File: config.mk
export PLATFORM = sky130hd
export DESIGN_NAME = vga_text_console
export DESIGN_NICKNAME = d
export VERILOG_FILES = /design/src/rtl/vga_console_pkg.sv /design/src/rtl/vga_console_addr.sv /design/src/rtl/vga_text_console.sv
export SDC_FILE = /design/constraint.sdc
export NUM_CORES = 1
export LEC_CHECK = 0
export BUFFER_PORTS_ARGS = -buffer_cell sky130_fd_sc_hd__buf_2
export CAP_MARGIN = 20
export CORE_MARGIN = 2
export CORE_UTILIZATION = 56
export CTS_BUF_LIST = sky130_fd_sc_hd__clkbuf_4 sky130_fd_sc_hd__clkbuf_8
export DETAILED_ROUTE_END_ITERATION = 6
export HOLD_SLACK_MARGIN = 0.15
export PLACE_DENSITY = 0.82
export SLEW_MARGIN = 20
export SYNTH_ARGS = -nofsm -noshare
export SYNTH_HDL_FRONTEND = slang
export SYNTH_SLANG_ARGS = --single-unit
File: constraint.sdc
create_clock -name clk -period 3 [get_ports clk]
set_input_delay 0.15 -clock clk [delete_from_list [all_inputs] [get_ports clk]]
set_output_delay 0.15 -clock clk [all_outputs]
set_load 0.005 [all_outputs]
File: src/rtl/vga_console_pkg.sv
// Shared types and constants for the VGA text console controller.
// Optional one-row scroll is enabled by defining VGA_CONSOLE_SCROLL_EN.
package vga_console_pkg;

    typedef enum logic [2:0] {
        ST_IDLE,
        ST_PUT,
        ST_CLEAR,
        ST_SCR_RD,
        ST_SCR_WR,
        ST_SCR_CLR
    } state_t;

    localparam logic [7:0] CC_LF  = 8'h0A;
    localparam logic [7:0] CC_CR  = 8'h0D;
    localparam logic [7:0] CC_BS  = 8'h08;
    localparam logic [7:0] CC_FF  = 8'h0C;
    localparam logic [7:0] CC_ESC = 8'h1B;
    localparam logic [7:0] SPACE  = 8'h20;

    function automatic logic [15:0] pack_cell(input logic [7:0] attr, input logic [7:0] ch);
        return {attr, ch};
    endfunction

endpackage

File: src/rtl/vga_console_addr.sv
// Frame-buffer address of a cursor position: row*80 + col built from shifts,
// so no multiplier is inferred.
module vga_console_addr #(
    parameter int ADDR_W = 12
) (
    input  logic [4:0]        row,
    input  logic [6:0]        col,
    output logic [ADDR_W-1:0] addr
);

    always_comb begin
        addr = (ADDR_W'(row) << 6) + (ADDR_W'(row) << 4) + ADDR_W'(col);
    end

endmodule

File: src/rtl/vga_text_console.sv
// Character-stream console: writes glyphs at a cursor, handles control codes,
// and sequences screen clear / row scroll. Define VGA_CONSOLE_SCROLL_EN to scroll
// on the last row; otherwise the cursor wraps to row 0 and that row is blanked.
module vga_text_console
    import vga_console_pkg::*;
#(
    parameter int          COLS         = 80,
    parameter int          ROWS         = 30,
    parameter int          ADDR_W       = 12,
    parameter logic [7:0]  DEFAULT_ATTR = 8'h0F
) (
    input  logic              clk,
    input  logic              rst,
    input  logic              in_valid,
    output logic              in_ready,
    input  logic [7:0]        in_char,
    output logic              mem_en,
    output logic              mem_we,
    output logic [ADDR_W-1:0] mem_addr,
    output logic [15:0]       mem_wd,
    input  logic [15:0]       mem_rd,
    output logic [6:0]        cursor_col,
    output logic [4:0]        cursor_row,
    output logic              busy
);

    localparam logic [6:0]        LAST_COL  = 7'(COLS - 1);
    localparam logic [4:0]        LAST_ROW  = 5'(ROWS - 1);
    localparam logic [ADDR_W-1:0] LAST_CELL = ADDR_W'(COLS * ROWS - 1);
    localparam logic [ADDR_W-1:0] ONE       = ADDR_W'(1);
`ifdef VGA_CONSOLE_SCROLL_EN
    localparam logic [ADDR_W-1:0] COLS_A        = ADDR_W'(COLS);
    localparam logic [ADDR_W-1:0] LAST_ROW_BASE = ADDR_W'(COLS * (ROWS - 1));
    localparam logic [ADDR_W-1:0] SCR_CLR_END   = LAST_CELL;
`else
    localparam logic [ADDR_W-1:0] SCR_CLR_END   = ADDR_W'(COLS - 1);
`endif

    state_t            state;
    state_t            adv_state;
    logic [6:0]        col;
    logic [4:0]        row;
    logic [4:0]        adv_row;
    logic [7:0]        attr;
    logic [7:0]        ch;
    logic              esc_pending;
    logic [ADDR_W-1:0] clr_addr;
    logic [ADDR_W-1:0] cur_addr;
`ifdef VGA_CONSOLE_SCROLL_EN
    logic [ADDR_W-1:0] src;
`else
    logic              unused_rd;
    assign unused_rd = ^mem_rd;
`endif

    vga_console_addr #(.ADDR_W(ADDR_W)) u_addr (
        .row  (row),
        .col  (col),
        .addr (cur_addr)
    );

    // Outcome of a row advance, shared by line feed and end-of-row wrap.
    always_comb begin
        adv_row   = row + 5'd1;
        adv_state = ST_IDLE;
        if (row == LAST_ROW) begin
`ifdef VGA_CONSOLE_SCROLL_EN
            adv_row   = row;
            adv_state = ST_SCR_RD;
`else
            adv_row   = '0;
            adv_state = ST_SCR_CLR;
`endif
        end
    end

    always_ff @(posedge clk) begin
        if (rst) begin
            state       <= ST_CLEAR;
            clr_addr    <= '0;
            col         <= '0;
            row         <= '0;
            attr        <= DEFAULT_ATTR;
            ch          <= '0;
            esc_pending <= 1'b0;
`ifdef VGA_CONSOLE_SCROLL_EN
            src         <= '0;
`endif
        end else begin
            case (state)
                ST_IDLE: begin
                    if (in_valid) begin
                        if (esc_pending) begin
                            attr        <= in_char;
                            esc_pending <= 1'b0;
                        end else begin
                            case (in_char)
                                CC_ESC: esc_pending <= 1'b1;
                                CC_CR:  col <= '0;
                                CC_BS:  if (col != '0) col <= col - 7'd1;
                                CC_LF: begin
                                    col   <= '0;
                                    row   <= adv_row;
                                    state <= adv_state;
`ifdef VGA_CONSOLE_SCROLL_EN
                                    src   <= COLS_A;
`else
                                    clr_addr <= '0;
`endif
                                end
                                CC_FF: begin
                                    col      <= '0;
                                    row      <= '0;
                                    clr_addr <= '0;
                                    state    <= ST_CLEAR;
                                end
                                default: begin
                                    ch    <= in_char;
                                    state <= ST_PUT;
                                end
                            endcase
                        end
                    end
                end
                ST_PUT: begin
                    if (col == LAST_COL) begin
                        col   <= '0;
                        row   <= adv_row;
                        state <= adv_state;
`ifdef VGA_CONSOLE_SCROLL_EN
                        src   <= COLS_A;
`else
                        clr_addr <= '0;
`endif
                    end else begin
                        col   <= col + 7'd1;
                        state <= ST_IDLE;
                    end
                end
                ST_CLEAR: begin
                    if (clr_addr == LAST_CELL) state <= ST_IDLE;
                    else                       clr_addr <= clr_addr + ONE;
                end
`ifdef VGA_CONSOLE_SCROLL_EN
                ST_SCR_RD: state <= ST_SCR_WR;
                ST_SCR_WR: begin
                    src <= src + ONE;
                    if (src == LAST_CELL) begin
                        clr_addr <= LAST_ROW_BASE;
                        state    <= ST_SCR_CLR;
                    end else begin
                        state <= ST_SCR_RD;
                    end
                end
`endif
                ST_SCR_CLR: begin
                    if (clr_addr == SCR_CLR_END) state <= ST_IDLE;
                    else                         clr_addr <= clr_addr + ONE;
                end
                default: state <= ST_IDLE;
            endcase
        end
    end

    // NOTE: RAM controls are decoded from state rather than registered so that
    // an asserted rst silences the port in the same cycle; every output gets a
    // default first so no latch can be inferred.
    always_comb begin
        mem_en   = 1'b0;
        mem_we   = 1'b0;
        mem_addr = '0;
        mem_wd   = '0;
        if (!rst) begin
            case (state)
                ST_PUT: begin
                    mem_en   = 1'b1;
                    mem_we   = 1'b1;
                    mem_addr = cur_addr;
                    mem_wd   = pack_cell(attr, ch);
                end
                ST_CLEAR, ST_SCR_CLR: begin
                    mem_en   = 1'b1;
                    mem_we   = 1'b1;
                    mem_addr = clr_addr;
                    mem_wd   = pack_cell(attr, SPACE);
                end
`ifdef VGA_CONSOLE_SCROLL_EN
                ST_SCR_RD: begin
                    mem_en   = 1'b1;
                    mem_addr = src;
                end
                ST_SCR_WR: begin
                    mem_en   = 1'b1;
                    mem_we   = 1'b1;
                    mem_addr = src - COLS_A;
                    mem_wd   = mem_rd;
                end
`endif
                default: ;
            endcase
        end
    end

    assign in_ready   = (state == ST_IDLE) && !rst;
    assign busy       = rst || !((state == ST_IDLE) || (state == ST_PUT));
    assign cursor_col = col;
    assign cursor_row = row;

endmodule

==> out/metrics.cfg, run 1 <==
[global_routing]
grt_pass1_wl_um = 14200
overflow = 0
gr-usage-all-layers = 0.284
antenna_found_initial = 0
grt_max_degree = 38
grt_pass1_vias = 3030

[critical_path]
crit_type = reg2out
crit_path_start_kind = flip-flop
critPathCaptureType = output pin
critPathMaxFanout = 4
arrival_ns = 2.69
worstPathRequired_ns = 2.85

[floorplanning]
io_pins = 71
start_util = 0.571
die_area_mm2 = 0.00615
core-area_mm2 = 0.00544
die_w_um = 78.4
dieHeight_um = 78.4
rows = 27

[cells_and_area]
drive_above_1_share = 0.191
multi_input_area_mm2 = 0.00205
areaGrowthSynthToFinish_pct = 15.7
final.fill_count = 456
stdcell_count = 518
antenna_cells = 0
seqCellArea_um2 = 885
layout.nets = 489

[pwr]
peakVddDrop_v = 0.000279
switchingPower_uw = 346
seqPwrFrac = 0.510
comb_power_share = 0.122
swShare = 0.268
leakage_uw = 0.00153
internal-power_uw = 946
p_per_area_mw_per_mm2 = 360
clkPwrFrac = 0.368

[synth]
syn-cell-area_mm2 = 0.00310
ys_warn_count = 0
synth_commonest_cells = dfxtp_1 (44), nand2_1 (34), a21oi_1 (30)
synth.most_common_cell = dfxtp_1
synthTopCellsByArea = dfxtp_1 (28%), ha_1 (6.0%), a21oi_1 (4.8%)
syn_avg_cell_area_um2 = 7.88
synth_nets = 438
synth_top_area_cell = dfxtp_1
synth-seq-area-share = 0.284
ys.flop_type = dfxtp_1
synth_cell_types = 60
syn_inst = 394
async_reset_ff_frac = 0
synth_edf_count = 0
synth.top_cell.area_share = 0.284
synth-seq-cells = 44

[clock_tree]
htreeDepth = 2
clk-insertion-delay-late_ns = 0.30
cts_buffers = 5
clockBufferDepth = 2
cts_setup_buffers = 0
cts_root_buf = clkbuf_8
path_clk_slew_ns = 0.09
clock-sinks = 44
cts_tree = yes

[place]
dp_hpwl_um = 5960
io_buffers = 54
dp.cells = 506
place_congestion = 0.953

[drt]
drc = 0
via_per_inst = 6.36
wl_per_cell_um = 16.6
first_pass_iters = 5
dr.first_iter.drc_count = 316
vias = 3295
ant_nets = 0
wirelength_um = 8610

[sta]
min_period_ns = 2.84
worstMarginPinSlew_ns = 0.935
tns_ns = 0
skew_ns = 0.00940
setup_violations = 0
timing.fmax_ghz = 0.353
hold_viol = 0
grt_setup_unrepaired = no
period_share = 0.946
maxSlewHeadroom = 0.373
slew_viol_final = 0

[status]
status = finished, final reports clean

[min_path]
hold_class = in2reg

[job]
cap_viol_max_count = 0

[cell families (layout without fill, tap and decap cells)]
kind of cell / Yosys count / in the layout / synth area share
fa+ha+maj: 17 / 17 / 0.0734
flops: 44 / 44 / 0.284
simple gates: 154 / 154 / 0.267
mux: 9 / 9 / 0.0290
compound gates: 126 / 126 / 0.284
buf+inv: 42 / 94 / 0.0569
xor+xnor: 2 / 2 / 0.00565
[cells in the final DEF, fill, tap and decap left out, types with 3 or more instances in the layout]
cell type / count
nand4_1: 5
mux2i_1: 9
o21a_1: 8
nor4_1: 6
or3_1: 4
and3_1: 10
nor3_1: 10
clkbuf_8: 5
buf_4: 9
nand3_1: 22
nor2_1: 27
a2bb2oi_1: 12
a22oi_1: 9
and2_1: 10
inv_1: 19
ha_1: 15
or4_1: 4
a2111oi_0: 4
nor2b_1: 3
o21ai_0: 19
a21boi_0: 5
dlygate4sd3_1: 4
or3b_2: 3
dfxtp_1: 43
a211oi_1: 8
buf_2: 54
o211ai_1: 3
o32ai_1: 3
nand2_1: 34
a21oi_1: 30
[flip-flops by register name, indices dropped and copies added (netlist names)]
signal and flops:
cursor_row 5, clr_addr 12, ch 8, attr 8, cursor_col 7, esc_pending 1, state 3
[metrics by stage]
step	hold slack [ns]	total power, µW	utilization	cell area, µm²	setup WS, ns
final	0.155	1290	0.660	3590	0.163
after global routing	0.169	1350	0.660	3590	0.0173
after CTS	0.154	1300	0.659	3580	0.0835
after detailed placement	0.415	824	0.631	3430	0.419
after global placement	0.418	813	0.631	3430	0.458
after floorplan	0.275	760	-	3100	0.604
[worst max-delay path, cell delays in order, from the launching register on]
cell      delay [ns]
dfxtp_1         0.37
inv_1           0.12
fa_1            0.56
inv_1           0.06
ha_1            0.28
a21o_1          0.17
a21oi_1         0.21
o21bai_1        0.11
a211o_1         0.29
o211ai_1        0.07
buf_2           0.13
[final timing paths]
path,cells past startpoint,slack [ns],end,from
max,10,0.16,mem_addr[10],cursor_col[6]
min reg2reg,2,0.48,attr[3],attr[3]
min,3,0.15,attr[7],in_char[7]
max reg2reg,5,0.47,clr_addr[9],state[0]
[power groups by stage]
stage / logic, µW / registers [µW] / clock network [µW]
after global routing: 174 / 664 / 512
after global placement: 146 / 667 / 0
after detailed placement: 152 / 672 / 0
after CTS: 157 / 658 / 481
final: 158 / 659 / 476
after floorplan: 104 / 656 / 0
[layout make-up]
type,instances,area share
inverter,19,0.0199
sequential,44,0.246
multi-input combinational,308,0.572
clock buffer,6,0.0213
timing repair buffer,67,0.105
tap,72,0.0251
clock inverter,2,0.00976
[layer usage]
layer | vias to the layer above | share of wire | track usage
met5 | - | 0 | 0
met2 | 132 | 0.48 | 0.484
met1 | 1562 | 0.44 | 0.364
li1 | 1579 | - | -
met3 | 22 | 0.054 | 0.0586
met4 | 0 | 0.017 | 0.0789
[timing repair]
| action | 4_1_cts | 5_1_grt |
|---|---|---|
| setup endpoints to repair | 0 | 2 |
| hold endpoints to repair | 7 | 0 |
| hold buffers | 4 | 0 |
| gates resized for setup | 0 | 3 |
Power figures use the tool's default switching activity.
==> run 2: changes to the inputs <==
--- a/config.mk
+++ b/config.mk
@@ -14,4 +14,5 @@
 export HOLD_SLACK_MARGIN = 0.15
 export PLACE_DENSITY = 0.82
+export RECOVER_POWER = 100
 export SLEW_MARGIN = 20
 export SYNTH_ARGS = -nofsm -noshare
==> constraint.sdc (replaced) <==
create_clock -name clk -period 3 [get_ports clk]
set_input_delay 0.3 -clock clk [delete_from_list [all_inputs] [get_ports clk]]
set_output_delay 0.3 -clock clk [all_outputs]
set_load 0.005 [all_outputs]
==> run 2 against run 1 <==
  * Clock power rose by 5.9%
  * Wire length decreased by 2.1%
  * Worst setup slack got worse by 0.035 ns
  * Clock skew decreased by 0.0027 ns
  * Critical path depth shrank 1
  * Via count decreased by 1.2%
  * Register-to-register slack lost 0.17 ns
  * Global-route usage decreased by 0.84 points
  * Final cell count grew 0.19%
  * Count of clock-buffer cells in the layout rose by 1
  * Non-clock buffer count grew 1
  * Largest cell class unchanged
==> out/metrics.cfg, run 2 (synthesis results as in run 1) <==
[critical_path]
worstPathRequired_ns = 2.70  ; -0.15 ns
arrival_ns = 2.57  ; -0.12 ns
max_stage_delay_ns = 0.52  ; -0.04 ns
path_delay_family = adder cells
critPathMaxFanout = 6  ; +2
regToRegSetupSlack_ns = 0.30  ; -0.17 ns
path_cells = inv_2 > fa_1 > fa_2 > nor2b_1 > o21a_1 > o21ai_0 > a211o_1 > a21oi_1 > buf_2
crit_type = reg2out
critPathCaptureType = output pin
crit_path_start_kind = flip-flop
cpMaxStageDelayCell = fa_1
path_buf_inv = 2  ; -1

[sta]
setup_slack_ns = 0.128  ; -0.0354 ns
period_share = 0.957  ; +0.0118
maxSlewHeadroom = 0.456  ; +0.0831
min_period_ns = 2.87  ; +0.0354 ns
grt_setup_unrepaired = no
slew_viol_final = 0  ; unchanged
timing.fmax_ghz = 0.348  ; -1.2%
hold_viol = 0  ; unchanged
tns_ns = 0  ; unchanged
skew_ns = 0.00670  ; -0.00270 ns
worstMarginPinSlew_ns = 0.808  ; -0.127 ns
setup_violations = 0  ; unchanged

[place]
io_buffers = 54  ; unchanged
place_congestion = 1.01  ; +5.9%
dp.cells = 509  ; +0.59%
post-place-ws_ns = 0.230  ; -0.189 ns
dp_hpwl_um = 5900  ; -0.90%

[floorplanning]
start_util = 0.571  ; unchanged
io_pins = 71  ; unchanged
die_w_um = 78.4  ; unchanged
dieHeight_um = 78.4  ; unchanged
core-area_mm2 = 0.00544  ; unchanged
rows = 27  ; unchanged
die_area_mm2 = 0.00615  ; unchanged

[cells_and_area]
final_cell_mix = dfxtp_1 (42), buf_2 (41), nand2_1 (34)
stdcell_count = 519  ; +0.19%
final.fill_count = 475  ; +4.2%
regMostFlops = clr_addr
final_common_cell = dfxtp_1
reg_top3 = clr_addr x12, attr x8, ch x8
layout.nets = 490  ; +0.20%
largest_register_ffs = 12  ; unchanged
antenna_cells = 0  ; unchanged
drive_above_1_share = 0.179  ; -0.0116
areaGrowthSynthToFinish_pct = 15.1

[drt]
vias = 3255  ; -1.2%
wl_per_cell_um = 16.2  ; -2.3%
dr.first_iter.drc_count = 414  ; +31%
ant_nets = 0  ; unchanged
wirelength_um = 8430  ; -2.1%
via_per_inst = 6.27  ; -1.4%
first_pass_iters = 5  ; unchanged
drc = 0  ; unchanged

[global_routing]
grt_pass1_wl_um = 13800  ; -2.9%
antenna_found_initial = 0  ; unchanged
grt_pass1_vias = 2828  ; -6.7%
gr-usage-all-layers = 0.276  ; -0.00843
overflow = 0  ; unchanged
grt_max_degree = 38  ; unchanged

[clock_tree]
path_clk_slew_ns = 0.09  ; about the same
cts_tree = yes
clk-insertion-delay-late_ns = 0.30  ; about the same
holdBufCountCts = 0  ; -4
cts_buffers = 5  ; unchanged
clockBufferDepth = 2  ; unchanged
clock-sinks = 44  ; unchanged
cts_root_buf = clkbuf_8
htreeDepth = 2  ; unchanged

[pwr]
leakage_uw = 0.00149  ; -2.6%
peakVddDrop_v = 0.000221  ; -21%
p_per_area_mw_per_mm2 = 367  ; +1.9%

[min_path]
hold_class = in2reg

[job]
cap_viol_max_count = 0  ; unchanged

[status]
status = finished, final reports clean

## run 2: cell types whose count changed in the layout (fill, tap and decap cells not counted), moves of 2 or more
cell | before | now
inv_1 | 19 | 17
clkbuf_8 | 5 | 7
and2_0 | 0 | 5
buf_2 | 54 | 41
dlygate4sd3_1 | 4 | 0
clkbuf_1 | 0 | 13
inv_2 | 0 | 2
and2_1 | 10 | 5
clkbuf_2 | 0 | 5
## run 2: area by class of cell
class	count	area, µm²	share of cell area
sequential	44	886	0.248
multi-input combinational	308	2040	0.571
timing repair buffer	68	359	0.101
clock inverter	1	30.0	0.00841
inverter	19	71.3	0.0200
tap	72	90.1	0.0252
clock buffer	7	96.3	0.0270
## run 2: through the flow
step	hold slack (ns)	util	total power [µW]	area, µm²
after floorplan	0.425	-	760	3100
after global placement	0.448	0.637	814	3470
after detailed placement	0.453	0.637	822	3470
after CTS	0.254	0.662	1320	3600
after global routing	0.257	0.657	1360	3570
final	0.259	0.657	1310	3570
## run 2: routing by layer
metal	track usage	vias to the layer above	wire, µm
met5	0	-	0
met4	0.0684	0	190
met3	0.0506	19	565
met2	0.472	139	4010
met1	0.358	1511	3660
li1	-	1586	-
## run 2: worst paths after layout
path,to,cells after the start,start
min,attr[3],3,in_char[3]
min reg2reg,attr[0],2,attr[0]
max,mem_addr[11],9,cursor_row[2]
max reg2reg,clr_addr[3],5,state[0]
## run 2: power breakdown
part	internal [µW]	switching, µW	total [µW]	leakage, µW
Sequential	610	46.9	657	0.000357
Combinational	75.2	75.6	151	0.00106
Clock	294	210	504	0.0000645
Total	979	332	1310	0.00149
## run 2: worst register-to-register path: cells and delay by family, from the launching register on
kind | cells | cell delay [ns]
flip-flops | 1 | 0.56
AO/OA/AOI/OAI | 2 | 1.00
AND/OR/NAND/NOR | 3 | 1.07
## run 2: timing repair
item,CTS,global route
pin swaps,1,6
gates resized for setup,3,4
endpoints found under the hold margin,0,0
endpoints found under the setup margin,2,2
setup buffers,0,2
cloned,0,0
==> run 3: changes to the inputs <==
SYNTH_HIERARCHICAL = 1   (was default)
==> run 3 against run 2 <==
  * Final cell count grew 0.96%
  * Synthesized cell count up 3.3%
  * First-iteration DRC count shrank 44%
  * Total power fell by 14%
  * Clock power shrank 8.5%
  * Highest routed layer unchanged
==> out/metrics.cfg, run 3 <==
[status]
status = finished, final reports clean

[drt]
via_per_inst = 6.14  ; -2.1%
ant_nets = 0  ; unchanged
wl_per_cell_um = 16.0  ; -1.6%
wirelength_um = 8380  ; -0.63%
vias = 3216  ; -1.2%
drc = 0  ; unchanged
dr.first_iter.drc_count = 232  ; -44%
first_pass_iters = 5  ; unchanged

[global_routing]
antenna_found_initial = 0  ; unchanged
overflow = 0  ; unchanged
grt_pass1_wl_um = 13900  ; +1.3%
grt_pass1_vias = 3050  ; +7.9%
grt_max_degree = 37  ; -2.6%
gr-usage-all-layers = 0.269  ; -0.00665

[synth]
synth_commonest_cells = dfxtp_1 (44), nand2_1 (41), nor2_1 (37)
syn-cell-area_mm2 = 0.00325  ; +4.8%
syn_avg_cell_area_um2 = 7.99  ; +1.4%
synthTopCellsByArea = dfxtp_1 (27%), ha_1 (5.4%), mux2i_1 (4.9%)
synth_top_area_cell = dfxtp_1
syn_inst = 407  ; +3.3%
synth-seq-cells = 44  ; unchanged
synth_nets = 450  ; +2.7%
ys_warn_count = 6  ; +6
synth_edf_count = 0  ; unchanged
synth_cell_types = 74  ; +23%
synth.top_cell.area_share = 0.271  ; -0.0129
synth-seq-area-share = 0.271  ; -0.0129
ys.flop_type = dfxtp_1
synth.most_common_cell = dfxtp_1
async_reset_ff_frac = 0  ; unchanged

[place]
dp_hpwl_um = 6020  ; +1.9%
io_buffers = 54  ; unchanged
place_congestion = 0.906  ; -10%

[sta]
slew_viol_final = 0  ; unchanged
skew_ns = 0.00983  ; +0.00313 ns
period_share = 0.949  ; -0.00864
setup_violations = 0  ; unchanged
maxSlewHeadroom = 0.411  ; -0.0448
whs_ns = 0.273  ; +0.0138 ns
worstMarginPinSlew_ns = 0.882  ; +0.0739 ns
min_period_ns = 2.85  ; -0.0259 ns
timing.fmax_ghz = 0.351  ; +0.91%
hold_viol = 0  ; unchanged
tns_ns = 0  ; unchanged
grt_setup_unrepaired = no

[clock_tree]
htreeDepth = 2  ; unchanged
path_clk_slew_ns = 0.09  ; about the same
clockBufferDepth = 2  ; unchanged
clock-sinks = 44  ; unchanged
cts_root_buf = clkbuf_8
cts_tree = yes
clk-insertion-delay-late_ns = 0.30  ; about the same
cts_buffers = 5  ; unchanged

[cells_and_area]
reg_top3 = clr_addr x12, attr x8, ch x8
final_common_cell = nand2_1
final_cell_mix = nand2_1 (41), dfxtp_1 (40), nor2_1 (37)
layout.nets = 494  ; +0.82%
areaGrowthSynthToFinish_pct = 11.4
regMostFlops = clr_addr
fin_util = 0.654  ; -0.00298
antenna_cells = 0  ; unchanged
largest_register_ffs = 12  ; unchanged
final.fill_count = 503  ; +5.9%
drive_above_1_share = 0.177  ; -0.00198

[critical_path]
max_stage_delay_ns = 0.51  ; about the same
crit_path_start_kind = flip-flop
critPathMaxFanout = 5  ; -1
arrival_ns = 2.55  ; -0.02 ns
cpMaxStageDelayCell = fa_1
worstPathRequired_ns = 2.70  ; about the same
crit_type = reg2out
path_cells = inv_1 > fa_1 > inv_2 > ha_4 > a211oi_1 > or4b_1 > o2111ai_1 > a22oi_1 > nor2_1 > buf_2
regToRegSetupSlack_ns = 0.24  ; -0.06 ns
critPathCaptureType = output pin
path_delay_family = adder cells
path_buf_inv = 3  ; +1

[pwr]
p_per_area_mw_per_mm2 = 311  ; -15%
switchingPower_uw = 259  ; -22%
comb_power_share = 0.068  ; -0.047
clkPwrFrac = 0.409  ; +0.025
seqPwrFrac = 0.524  ; +0.023
swShare = 0.229  ; -0.0240
peakVddDrop_v = 0.000204  ; -7.8%
leakage_uw = 0.00161  ; +8.5%
internal-power_uw = 869  ; -11%
finalPower_uw = 1130  ; -14%

[floorplanning]
start_util = 0.587  ; +0.0162
core-area_mm2 = 0.00554  ; +1.9%
die_area_mm2 = 0.00643  ; +4.5%
die_w_um = 80.2  ; +2.2%
dieHeight_um = 80.2  ; +2.2%
rows = 27  ; unchanged
io_pins = 71  ; unchanged

[min_path]
hold_class = in2reg

[job]
cap_viol_max_count = 0  ; unchanged

## run 3: changes by cell type in the layout (fill, tap and decap cells not counted), sizes merged, moves of 7 or more
cell,before,now
o21ai,21,12
nor2,28,37
mux2i,9,16
o21a,8,0
and3,10,19
nand3,22,11
a2bb2oi,12,1
a21oi,30,20
nand2,35,42
## run 3: routing by layer
metal / global-route usage / vias to the layer above / wire [µm]
met2: 0.465 / 100 / 4140
met3: 0.0449 / 9 / 406
li1: - / 1588 / -
met1: 0.343 / 1519 / 3730
met5: 0 / - / 0
met4: 0.0763 / 0 / 103
## run 3: path summary, 6_finish.rpt
check            endpoint           from  cells after the start
max          mem_addr[10]  cursor_row[2]                     10
min               attr[3]     in_char[3]                      3
max reg2reg   clr_addr[3]       state[0]                      5
min reg2reg         ch[1]          ch[1]                      2
## run 3: cells by family (layout without fill, tap and decap cells)
| kind of cell | count (synthesis) | after routing | synth area share |
|---|---|---|---|
| buffers and inverters | 49 | 94 | 0.0758 |
| AOI/OAI and AO/OA | 101 | 101 | 0.235 |
| muxes | 16 | 16 | 0.0493 |
| xor gates and xnor gates | 4 | 4 | 0.0108 |
| and+or+nand+nor | 177 | 177 | 0.292 |
| DFF | 44 | 44 | 0.271 |
| adders and majority gates | 16 | 16 | 0.0662 |
## run 3: power by group through the flow
stage	clock [µW]	combinational [µW]	sequential (µW)
after floorplan	0	49.0	604
after global placement	0	75.1	605
after detailed placement	0	76.4	606
after CTS	472	76.8	591
after global routing	495	84.6	592
final	461	76.4	591
## run 3: cell type report
type | count | area (µm²) | share of cell area
multi-input combinational | 314 | 2130 | 0.587
sequential | 44 | 888 | 0.245
timing repair buffer | 66 | 330 | 0.0912
tap | 72 | 90.1 | 0.0249
clock buffer | 6 | 76.3 | 0.0211
inverter | 20 | 75.1 | 0.0207
clock inverter | 2 | 35.0 | 0.00967
## run 3: what timing repair did
item,CTS,global route
pin swaps,0,4
buffers inserted,0,1
gates cloned,0,0
endpoints found under the setup margin,3,3
hold buffers,0,0
gates resized for setup,4,7
## run 3: stage by stage
| step | std cells | instance area (µm²) | worst slack [ns] |
|---|---|---|---|
| floorplan | 407 | 3250 | 0.421 |
| global placement | 515 | 3530 | 0.215 |
| detailed placement | 515 | 3530 | 0.153 |
| CTS | 523 | 3650 | 0.0148 |
| global route | 524 | 3620 | 0.0160 |
| finish | 524 | 3620 | 0.154 |
## run 3: tightest hold or removal path, delay by kind of cell
kind / cells / cell delay (ns)
buffers and inverters: 1 / 0.11
AND/OR/NAND/NOR: 1 / 0.06
multiplexers: 1 / 0.07
